--- config.mk ---
export PLATFORM = sky130hd
export DESIGN_NAME = osd_dem_uart_host
export DESIGN_NICKNAME = d
export VERILOG_FILES = /design/src/rtl/osd_dem_uart_pkg.sv /design/src/rtl/osd_dem_uart_host_rx.sv /design/src/rtl/osd_dem_uart_host.sv
export SDC_FILE = /design/constraint.sdc
export NUM_CORES = 1
export LEC_CHECK = 0
export ABC_AREA = 1
export BUFFER_PORTS_ARGS = -buffer_cell sky130_fd_sc_hd__buf_4
export CAP_MARGIN = 10
export CORE_MARGIN = 5
export CORE_UTILIZATION = 52
export DETAILED_ROUTE_END_ITERATION = 16
export MAX_ROUTING_LAYER = met4
export PLACE_DENSITY = 0.81
export SYNTH_ARGS = -nofsm -noshare
export SYNTH_HDL_FRONTEND = slang
export SYNTH_SLANG_ARGS = --single-unit
export TNS_END_PERCENT = 1
--- constraint.sdc ---
create_clock -name i_clk -period 1.65 [get_ports i_clk]
set_input_delay 0.0825 -clock i_clk [delete_from_list [all_inputs] [get_ports i_clk]]
set_output_delay 0.0825 -clock i_clk [all_outputs]
set_load 0.1 [all_outputs]
--- src/rtl/osd_dem_uart_pkg.sv ---
// osd_dem_uart_pkg: DII flit layout, FSM state types and flit builders shared by the
// DEM-UART host endpoint.
package osd_dem_uart_pkg;

   localparam logic [1:0] TYPE_EVENT        = 2'b10;
   localparam logic [3:0] TYPE_SUB_CHAR_DEF = 4'h0;
   localparam int         HDR_TS_LSB        = 10;

   typedef enum logic [2:0] {RX_IDLE, RX_SRC, RX_TYPE, RX_PAYLOAD, RX_DROP} rx_state_t;
   typedef enum logic [2:0] {TX_IDLE, TX_F0, TX_F1, TX_F2, TX_F3} tx_state_t;

   typedef struct packed {
      logic [1:0] typ;
      logic [3:0] sub;
      logic [9:0] rsvd;
   } hdr_t;

   function automatic logic [15:0] addr_flit(input logic [9:0] a);
      return {6'b0, a};
   endfunction

   function automatic logic [15:0] hdr_flit(input logic [3:0] sub);
      hdr_t h;
      h.typ  = TYPE_EVENT;
      h.sub  = sub;
      h.rsvd = '0;
      return h;
   endfunction

endpackage

--- src/rtl/osd_dem_uart_host_rx.sv ---
// osd_dem_uart_host_rx: parses incoming DII EVENT packets into a single-entry
// character register and counts every packet it has to discard.
module osd_dem_uart_host_rx
   import osd_dem_uart_pkg::*;
#(
   parameter int         DROP_CNT_W    = 16,
   parameter logic [3:0] TYPE_SUB_CHAR = TYPE_SUB_CHAR_DEF
) (
   input  logic                  i_clk,
   input  logic                  i_rst_n,
   input  logic [9:0]            i_id,
   input  logic [15:0]           i_data,
   input  logic                  i_last,
   input  logic                  i_valid,
   output logic                  o_ready,
   output logic [7:0]            o_char,
   output logic                  o_valid,
   input  logic                  i_rx_ready,
   output logic [DROP_CNT_W-1:0] o_drop_cnt
);

   rx_state_t             r_state;
   logic                  r_live;
   logic                  r_valid;
   logic [7:0]            r_char;
   logic [DROP_CNT_W-1:0] r_drop;
   logic                  w_acc;
   logic                  w_dest_ok;
   logic                  w_hdr_ok;
   logic                  w_drop;

   // r_live holds ready low until the first cycle after reset release
   assign o_ready   = r_live & ((r_state != RX_PAYLOAD) | !r_valid | i_rx_ready);
   assign w_acc     = i_valid & o_ready;
   assign w_dest_ok = i_data[9:0] == i_id;
   assign w_hdr_ok  = i_data[15:HDR_TS_LSB] == {TYPE_EVENT, TYPE_SUB_CHAR};

   always_comb begin
      w_drop = 1'b0;
      if (w_acc)
         w_drop = (r_state == RX_IDLE)    ? (i_last | !w_dest_ok) :
                  (r_state == RX_SRC)     ? i_last :
                  (r_state == RX_TYPE)    ? (i_last | !w_hdr_ok) :
                  (r_state == RX_PAYLOAD) ? !i_last : 1'b0;
   end

   always_ff @(posedge i_clk or negedge i_rst_n) begin
      if (!i_rst_n) begin
         r_state <= RX_IDLE;
         r_live  <= 1'b0;
         r_valid <= 1'b0;
         r_char  <= '0;
         r_drop  <= '0;
      end else begin
         r_live <= 1'b1;
         if (w_acc) begin
            case (r_state)
               RX_IDLE:    r_state <= i_last ? RX_IDLE : (w_dest_ok ? RX_SRC : RX_DROP);
               RX_SRC:     r_state <= i_last ? RX_IDLE : RX_TYPE;
               RX_TYPE:    r_state <= i_last ? RX_IDLE : (w_hdr_ok ? RX_PAYLOAD : RX_DROP);
               RX_PAYLOAD: r_state <= i_last ? RX_IDLE : RX_DROP;
               default:    r_state <= i_last ? RX_IDLE : RX_DROP;
            endcase
         end
         if (w_acc && r_state == RX_PAYLOAD && i_last) begin
            r_char  <= i_data[7:0];
            r_valid <= 1'b1;
         end else if (i_rx_ready) begin
            r_valid <= 1'b0;
         end
         if (w_drop && !(&r_drop))
            r_drop <= r_drop + 1'b1;
      end
   end

   assign o_char     = r_char;
   assign o_valid    = r_valid;
   assign o_drop_cnt = r_drop;

endmodule

--- src/rtl/osd_dem_uart_host.sv ---
// osd_dem_uart_host: byte-stream host view of a DEM-UART; RX parser in a sub-module,
// TX packetiser inline.
module osd_dem_uart_host
   import osd_dem_uart_pkg::*;
#(
   parameter int         DROP_CNT_W    = 16,
   parameter logic [3:0] TYPE_SUB_CHAR = TYPE_SUB_CHAR_DEF
) (
   input  logic                  i_clk,
   input  logic                  i_rst_n,
   input  logic [9:0]            i_id,
   input  logic [9:0]            i_dem_id,
   input  logic [15:0]           i_dii_in_data,
   input  logic                  i_dii_in_last,
   input  logic                  i_dii_in_valid,
   output logic                  o_dii_in_ready,
   output logic [15:0]           o_dii_out_data,
   output logic                  o_dii_out_last,
   output logic                  o_dii_out_valid,
   input  logic                  i_dii_out_ready,
   output logic [7:0]            o_rx_char,
   output logic                  o_rx_valid,
   input  logic                  i_rx_ready,
   input  logic [7:0]            i_tx_char,
   input  logic                  i_tx_valid,
   output logic                  o_tx_ready,
   output logic [DROP_CNT_W-1:0] o_drop_cnt
);

   tx_state_t   r_tx_state;
   logic [7:0]  r_tx_char;
   logic        r_tx_ready;
   logic [15:0] r_out_data;
   logic        r_out_last;
   logic        r_out_valid;

   osd_dem_uart_host_rx #(
      .DROP_CNT_W    (DROP_CNT_W),
      .TYPE_SUB_CHAR (TYPE_SUB_CHAR)
   ) u_rx (
      .i_clk      (i_clk),
      .i_rst_n    (i_rst_n),
      .i_id       (i_id),
      .i_data     (i_dii_in_data),
      .i_last     (i_dii_in_last),
      .i_valid    (i_dii_in_valid),
      .o_ready    (o_dii_in_ready),
      .o_char     (o_rx_char),
      .o_valid    (o_rx_valid),
      .i_rx_ready (i_rx_ready),
      .o_drop_cnt (o_drop_cnt)
   );

   // each state's flit is loaded on entry so the outputs stay registered and stable
   always_ff @(posedge i_clk or negedge i_rst_n) begin
      if (!i_rst_n) begin
         r_tx_state  <= TX_IDLE;
         r_tx_char   <= '0;
         r_tx_ready  <= 1'b0;
         r_out_data  <= '0;
         r_out_last  <= 1'b0;
         r_out_valid <= 1'b0;
      end else begin
         case (r_tx_state)
            TX_IDLE:
               if (i_tx_valid && r_tx_ready) begin
                  r_tx_char   <= i_tx_char;
                  r_out_data  <= addr_flit(i_dem_id);
                  r_out_valid <= 1'b1;
                  r_tx_ready  <= 1'b0;
                  r_tx_state  <= TX_F0;
               end else begin
                  r_tx_ready <= 1'b1;
               end
            TX_F0:
               if (i_dii_out_ready) begin
                  r_out_data <= addr_flit(i_id);
                  r_tx_state <= TX_F1;
               end
            TX_F1:
               if (i_dii_out_ready) begin
                  r_out_data <= hdr_flit(TYPE_SUB_CHAR);
                  r_tx_state <= TX_F2;
               end
            TX_F2:
               if (i_dii_out_ready) begin
                  r_out_data <= {8'h00, r_tx_char};
                  r_out_last <= 1'b1;
                  r_tx_state <= TX_F3;
               end
            TX_F3:
               if (i_dii_out_ready) begin
                  r_out_data  <= '0;
                  r_out_last  <= 1'b0;
                  r_out_valid <= 1'b0;
                  r_tx_ready  <= 1'b1;
                  r_tx_state  <= TX_IDLE;
               end
            default: r_tx_state <= TX_IDLE;
         endcase
      end
   end

   assign o_dii_out_data  = r_out_data;
   assign o_dii_out_last  = r_out_last;
   assign o_dii_out_valid = r_out_valid;
   assign o_tx_ready      = r_tx_ready;

endmodule

; ---- Word-level counts from Yosys, hierarchy flattened
; Cells that the tools add are included.
[totals]
input_bits = 51
wordCells = 88
out_inout_bits = 45
ff_bits = 59
[classes]
reduce_logical = 22
eq_ne = 15
n_bitwise = 6
n_mux = 33
n_addsub = 1
[op_table]
columns = operator, count
row1 = 2-to-1 mux 16 bit, 5
row2 = one-hot mux 16 bit (5 select lines), 1
row3 = 2-to-1 mux 3 bit, 10
row4 = adder 16 x 1 -> 16 bit (second input constant), 1
row5 = AND reduction 16 bit, 1
row6 = one-hot mux 3 bit (5 select lines), 1
row7 = == test 3 x 2 -> 1 bit (second input constant), 4
row8 = 2-to-1 mux 1 bit, 11
row9 = == test 10 bit, 1
row10 = != test 2 bit (second input constant), 5
row11 = one-hot mux 3 bit (3 select lines), 1
row12 = == test 3 x 1 -> 1 bit (second input constant), 2
row13 = == test 6 bit (second input constant), 1
row14 = zero test 3 bit, 2
row15 = one-hot mux 1 bit (2 select lines), 3
row16 = AND reduction 3 bit, 2
row17 = AND reduction 6 bit, 1
row18 = nonzero test 2 bit, 3
row19 = zero test 1 bit, 5
row20 = AND reduction 5 bit, 1
row21 = nonzero test 5 bit, 1
row22 = logical AND 1 bit, 4
row23 = bitwise OR 1 bit, 4
row24 = AND reduction 2 bit, 2
row25 = 4 further kinds, 5

; ---- Logic depth before layout (Yosys ltp)
[logic_depth]
word_depth = 8
mapped_depth = 11
ltp_nobuf = 11

; ---- Cells and area by module
; A second synthesis with hierarchy kept.
[unflattened]
cells_unflattened = 435
hier_area_um2 = 3285.7
[modules_own_cells]
columns = mod, n_inst, cells_each, area_per_inst_um2, seq_area_each_um2
row1 = osd_dem_uart_host_rx, 1, 258, 1873.0, 725.7
row2 = osd_dem_uart_host, 1, 177, 1412.6, 625.6

; ---- Least setup slack after synthesis
; Ideal clock, no wire load.
[synth_path]
path_kind = register to register
from = register u_rx.r_valid, in the netlist u_rx.o_valid
to = register u_rx.r_drop[11], in the netlist u_rx.o_drop_cnt[11]
t_arrival_ns = 2.768
n_path_buf = 1
period_less_slack_ns = 2.891
t_required_ns = 1.527
path_stages_with_launch = 10
slack_ns = -1.241
setup_time_ns = 0.123
path_cell_list = dfrtp_1 inv_1 nor2_1 a21boi_2 nand3_1 nor2_4 nand3_2 buf_6 nand2_1 nand2_1
[synth_between]
elab_chain_len = 7
[synth_rtl]
columns = item, line_no
row1 = "start, declared", osd_dem_uart_host_rx.sv:24  ; logic r_valid;
row2 = "start signal, assigned", osd_dem_uart_host_rx.sv:51  ; r_valid <= 1'b0;
row3 = "start signal, assigned", osd_dem_uart_host_rx.sv:67  ; r_valid <= 1'b1;
row4 = "start signal, assigned", osd_dem_uart_host_rx.sv:69  ; r_valid <= 1'b0;
row5 = zero test 1 bit, osd_dem_uart_host_rx.sv:33  ; assign o_ready = r_live & ((r_state != RX_PAYLOAD) | !r_valid | i_rx_ready);
row6 = bitwise OR 1 bit (2 in series), osd_dem_uart_host_rx.sv:33
row7 = AND 1 bit, osd_dem_uart_host_rx.sv:33
row8 = named net o_dii_in_ready, osd_dem_uart_host.sv:16  ; output logic o_dii_in_ready,
row9 = AND 1 bit, osd_dem_uart_host_rx.sv:34  ; assign w_acc = i_valid & o_ready;
row10 = 2-to-1 mux 1 bit, osd_dem_uart_host_rx.sv:40  ; if (w_acc)
row11 = logical AND 1 bit, osd_dem_uart_host_rx.sv:71  ; if (w_drop && !(&r_drop))
row12 = "end signal, assigned", osd_dem_uart_host_rx.sv:72  ; r_drop <= r_drop + 1'b1;
row13 = "end, declared", osd_dem_uart_host_rx.sv:26  ; logic [DROP_CNT_W-1:0] r_drop;
; The timed path passes the listed nets, and every way through them passes these cells.
; A chain may end at the register's enable or synchronous reset.

; ---- Worst setup path after layout
[layout_path]
from = register u_rx.r_state[2]
to = register u_rx.r_drop[2], in the netlist u_rx.o_drop_cnt[2]
[layout_between]
elab_chain_len = 7
elab_cells_between_ends = 15
classes_between = eq/ne: 4 / mux: 5 / bitwise: 4 / reduce/logical: 2
[layout_rtl]
columns = item, line_no
row1 = "start, declared", osd_dem_uart_host_rx.sv:22  ; rx_state_t r_state;
row2 = "start signal, assigned", osd_dem_uart_host_rx.sv:58  ; RX_IDLE: r_state <= i_last ? RX_IDLE : (w_dest_ok ? RX_SRC : RX_DROP);
row3 = "start signal, assigned", osd_dem_uart_host_rx.sv:59  ; RX_SRC: r_state <= i_last ? RX_IDLE : RX_TYPE;
row4 = "start signal, assigned", osd_dem_uart_host_rx.sv:60  ; RX_TYPE: r_state <= i_last ? RX_IDLE : (w_hdr_ok ? RX_PAYLOAD : RX_DROP);
row5 = == test 3 x 2 -> 1 bit or != test 3 x 2 -> 1 bit (tied branches), "osd_dem_uart_host_rx.sv:44, osd_dem_uart_host_rx.sv:33"
row6 = 2-to-1 mux 1 bit or bitwise OR 1 bit (tied branches), "osd_dem_uart_host_rx.sv:44, osd_dem_uart_host_rx.sv:33"
row7 = 2-to-1 mux 1 bit or bitwise OR 1 bit (tied branches), "osd_dem_uart_host_rx.sv:43, osd_dem_uart_host_rx.sv:33"
row8 = 2-to-1 mux 1 bit or AND 1 bit (tied branches), "osd_dem_uart_host_rx.sv:42, osd_dem_uart_host_rx.sv:33"
row9 = 2-to-1 mux 1 bit or AND 1 bit (tied branches), "osd_dem_uart_host_rx.sv:41, osd_dem_uart_host_rx.sv:34"
row10 = 2-to-1 mux 1 bit *, osd_dem_uart_host_rx.sv:40
row11 = logical AND 1 bit *, osd_dem_uart_host_rx.sv:71
; Mark *: on every way between the ends. The rest lies on a longest branch, timed or not.

==> results.yml <==
power_and_ir_drop:
  power.density_nw_per_um2: 1520
  p_sw_uw: 3560
  intPower_uw: 3270
  ir_drop_v: 0.00173
  p_leak_uw: 0.00242
  p_seq_share_pct: 27.8
  clkPwrFrac_pct: 13.5
  switching_share_pct: 52.1
  pwr-share-comb_pct: 58.7
die:
  io_pins: 96
  core_area_um2: 5850
  die_h_um: 87.3
  num_rows: 28
  die_w_um: 87.3
  start_util_pct: 53.1
  fp.dieArea_um2: 7620
worst_setup_path:
  crit_type: "reg2reg"
  critical_path.max_fanout: 8
  crit_chain: "nor2_4, nand2_2, nor2_4, nand2_2, a21oi_4, nor2_4, buf_6, clkbuf_16, nand4_1, nand2_1"
  crit_required_ps: 1850
  startpoint_type: "flip-flop"
  cp.arrival_ps: 1870
  crit_family: "simple AND/OR/NAND/NOR gates"
  critical_path_buf_inv_count: 2
  max_stage_delay_ps: 480
  crit_top_cell: "nor2_4"
  endpoint_kind: "flip-flop"
  critical-path-slowest-cell: "dfrtp_2"
worst_hold_path:
  holdCritPathClass: "in2reg"
detailed_routing:
  drc: 0
  drt-total-wl_um: 9340
  routedWlPerCell_um: 14.9
  ant_nets: 0
  vias: 3259
  drt_pre_antenna_iters: 4
  drt-initial-drc-count: 199
  via_per_inst: 5.18
placed_design:
  numPortBuffers: 90
  hpwl_um: 6650
  place_area_um2: 4120
  pre_cts_ws_ps: -64.5
  gp_congestion: 0.951
cells_and_area:
  fill_cells: 442
  post-route-util_pct: 76.7
  final_area_um2: 4490
  area_delta_synth_final_pct: 44.4
  nets: 605
  diodes: 0
  drive_gt1_share_pct: 34.5
logic_synthesis:
  synth_edf_count: 0
  synth_flop_cell: "dfrtp_1"
  synth-async-reset-ratio_pct: 100
  synth_area_leader_cell: "dfrtp_1"
  synth_common_cells: "139 x nand2_1, 54 x dfrtp_1, 48 x inv_1"
  postSynthAreaPerCell_um2: 7.51
  ys_ff_latch: 54
  synth_top_area_share_pct: 43.5
  netlist_top_cells_area: "dfrtp_1 43%, nand2_1 17%, inv_1 5.8%, nor2_1 5.0%, nand4_1 3.8%"
  netlist_area_um2: 3110
  netlist_instances: 414
  seq_area_frac_synth_pct: 43.5
  synth_cell_types: 35
  synth_most_common_cell: "nand2_1"
  synth.yosys.warnings: 0
timing:
  hold_viol_final: 0
  finalCritPeriodShare_pct: 101
  setup_slack_ps: -20.8
  fin_tns_setup_ps: -33.9
  timing.fmax_mhz: 599
  drv_slew: 0
  finalSetupViolations: 3
  fin_skew_ps: 11.7
  post-route-min-period_ps: 1670
  rsz0062_at_grt: "true"
outcome:
  violations: "negative setup slack"
  status: "finished, violations left"
grt:
  grt_pass1_wl_um: 13900
  overflow: 0
  grt_util_all_layers_pct: 23.4
  grt_pass1_vias: 3106
  antenna_found_initial: 0
  grt_max_degree: 35
cts:
  clock_latency_ps: 320
  htreeDepth: 2
  clk_path_buf_depth: 2
  cts.sinks: 54
  root_buffer: "clkbuf_8"
  cts_tree: "done"
  clk_pin_slew_worst_paths_ps: 100
  cts_buffers: 5
run:
  maxCapViolations: 0
[metal layers]
metal  routed length, µm  vias up  track usage [%]
met4                 240        0             6.42
met1                3730     1517             29.9
li1                    -     1573                -
met3                 662       30             4.35
met5                   0        -                -
met2                4710      139             38.0
[sequential cells by signal, summed over array words and instances, names as in the netlist]
| name | flops |
|---|---|
| o_dii_out_valid | 1 |
| u_rx.r_state | 3 |
| r_tx_char | 8 |
| u_rx.o_valid | 1 |
| o_dii_out_data | 11 |
| u_rx.o_drop_cnt | 16 |
| r_tx_state | 3 |
| o_tx_ready | 1 |
| o_dii_out_last | 1 |
| u_rx.o_char | 8 |
| u_rx.r_live | 1 |
[timing repair]
action                                  in CTS  in global routing
gates resized for setup                      3                 28
hold endpoints to repair                    36                  2
gates cloned                                 0                  2
hold buffers                                 4                  2
pin swaps                                    2                 16
setup buffers                                1                  7
endpoints found under the setup margin      16                 35
[metrics by stage]
step | total power (µW) | std cells | hold WS [ps]
final | 6830 | 629 | 7.57
after global routing | 7200 | 629 | 5.92
after CTS | 6680 | 618 | 2.91
after detailed placement | 5760 | 605 | 72.1
after global placement | 5710 | 605 | 68.8
after floorplan | 4780 | 418 | -213
[cells in the final DEF (no fill, tap or decap), types with 3 or more instances in the layout]
cell type,instances
a21oi_1,6
buf_4,126
buf_6,4
clkbuf_8,5
conb_1,6
dfrtp_1,49
dfrtp_2,4
dlygate4sd3_1,6
inv_1,47
inv_2,5
mux2_2,3
nand2_1,131
nand2_2,9
nand3_1,13
nand3_2,4
nand3_4,3
nand4_1,19
nor2_1,36
nor2_2,3
nor2_4,7
o21ai_0,10
o21ai_1,12
o22ai_1,7
xnor2_1,9
xor2_1,6
[worst min-delay path: stages]
cell and delay (ps):
buf_4 90, nand2_1 50, nand2_1 60
[cells by family (layout without fill, tap and decap cells)]
group | Yosys count | after routing | share of synthesized area, %
AO/OA/AOI/OAI | 40 | 40 | 7.21
flip-flops | 54 | 54 | 43.5
adder cells (fa/ha/maj) | 1 | 1 | 0.403
buffers and inverters | 68 | 203 | 9.66
multiplexers | 3 | 3 | 1.09
AND/OR/NAND/NOR | 231 | 232 | 33.7
XOR/XNOR | 15 | 15 | 4.23
other | 2 | 6 | 0.242
[final timing paths]
kind                                                from                             end  slack, ps  cells after the start
setup / recovery             u_rx.r_state[2]$_DFFE_PN0P_  u_rx.o_drop_cnt[2]$_DFFE_PN0P_        -20                     10
hold / removal                          i_dii_in_data[5]      u_rx.o_char[5]$_DFFE_PN0P_          8                      3
setup reg to reg             u_rx.r_state[2]$_DFFE_PN0P_  u_rx.o_drop_cnt[2]$_DFFE_PN0P_        -20                     10
hold reg to reg            o_dii_out_data[7]$_DFFE_PN0P_   o_dii_out_data[7]$_DFFE_PN0P_        490                      2
max in group asynchronous                        i_rst_n     u_rx.r_state[1]$_DFFE_PN0P_        890                      3
min in group asynchronous                        i_rst_n        r_tx_char[7]$_DFFE_PN0P_        260                      2
[power by group through the flow]
stage	Sequential [µW]	Clock, µW	Combinational, µW
2_1_floorplan	3360	0	1420
3_3_place_gp	1880	0	3820
3_5_place_dp	1890	0	3870
4_1_cts	1870	925	3890
5_1_grt	1930	996	4280
6_report	1900	924	4010
[final cells by class]
cell class / instances / area (µm²) / share of cell area (%)
Tap cell: 75 / 93.8 / 2.09
Inverter: 55 / 211 / 4.71
Clock buffer: 5 / 68.8 / 1.53
Timing Repair Buffer: 140 / 1130 / 25.2
Clock inverter: 3 / 45.0 / 1.00
Sequential cell: 54 / 1360 / 30.3
Multi-Input combinational cell: 297 / 1580 / 35.2
(Power assumes the default switching activity.)
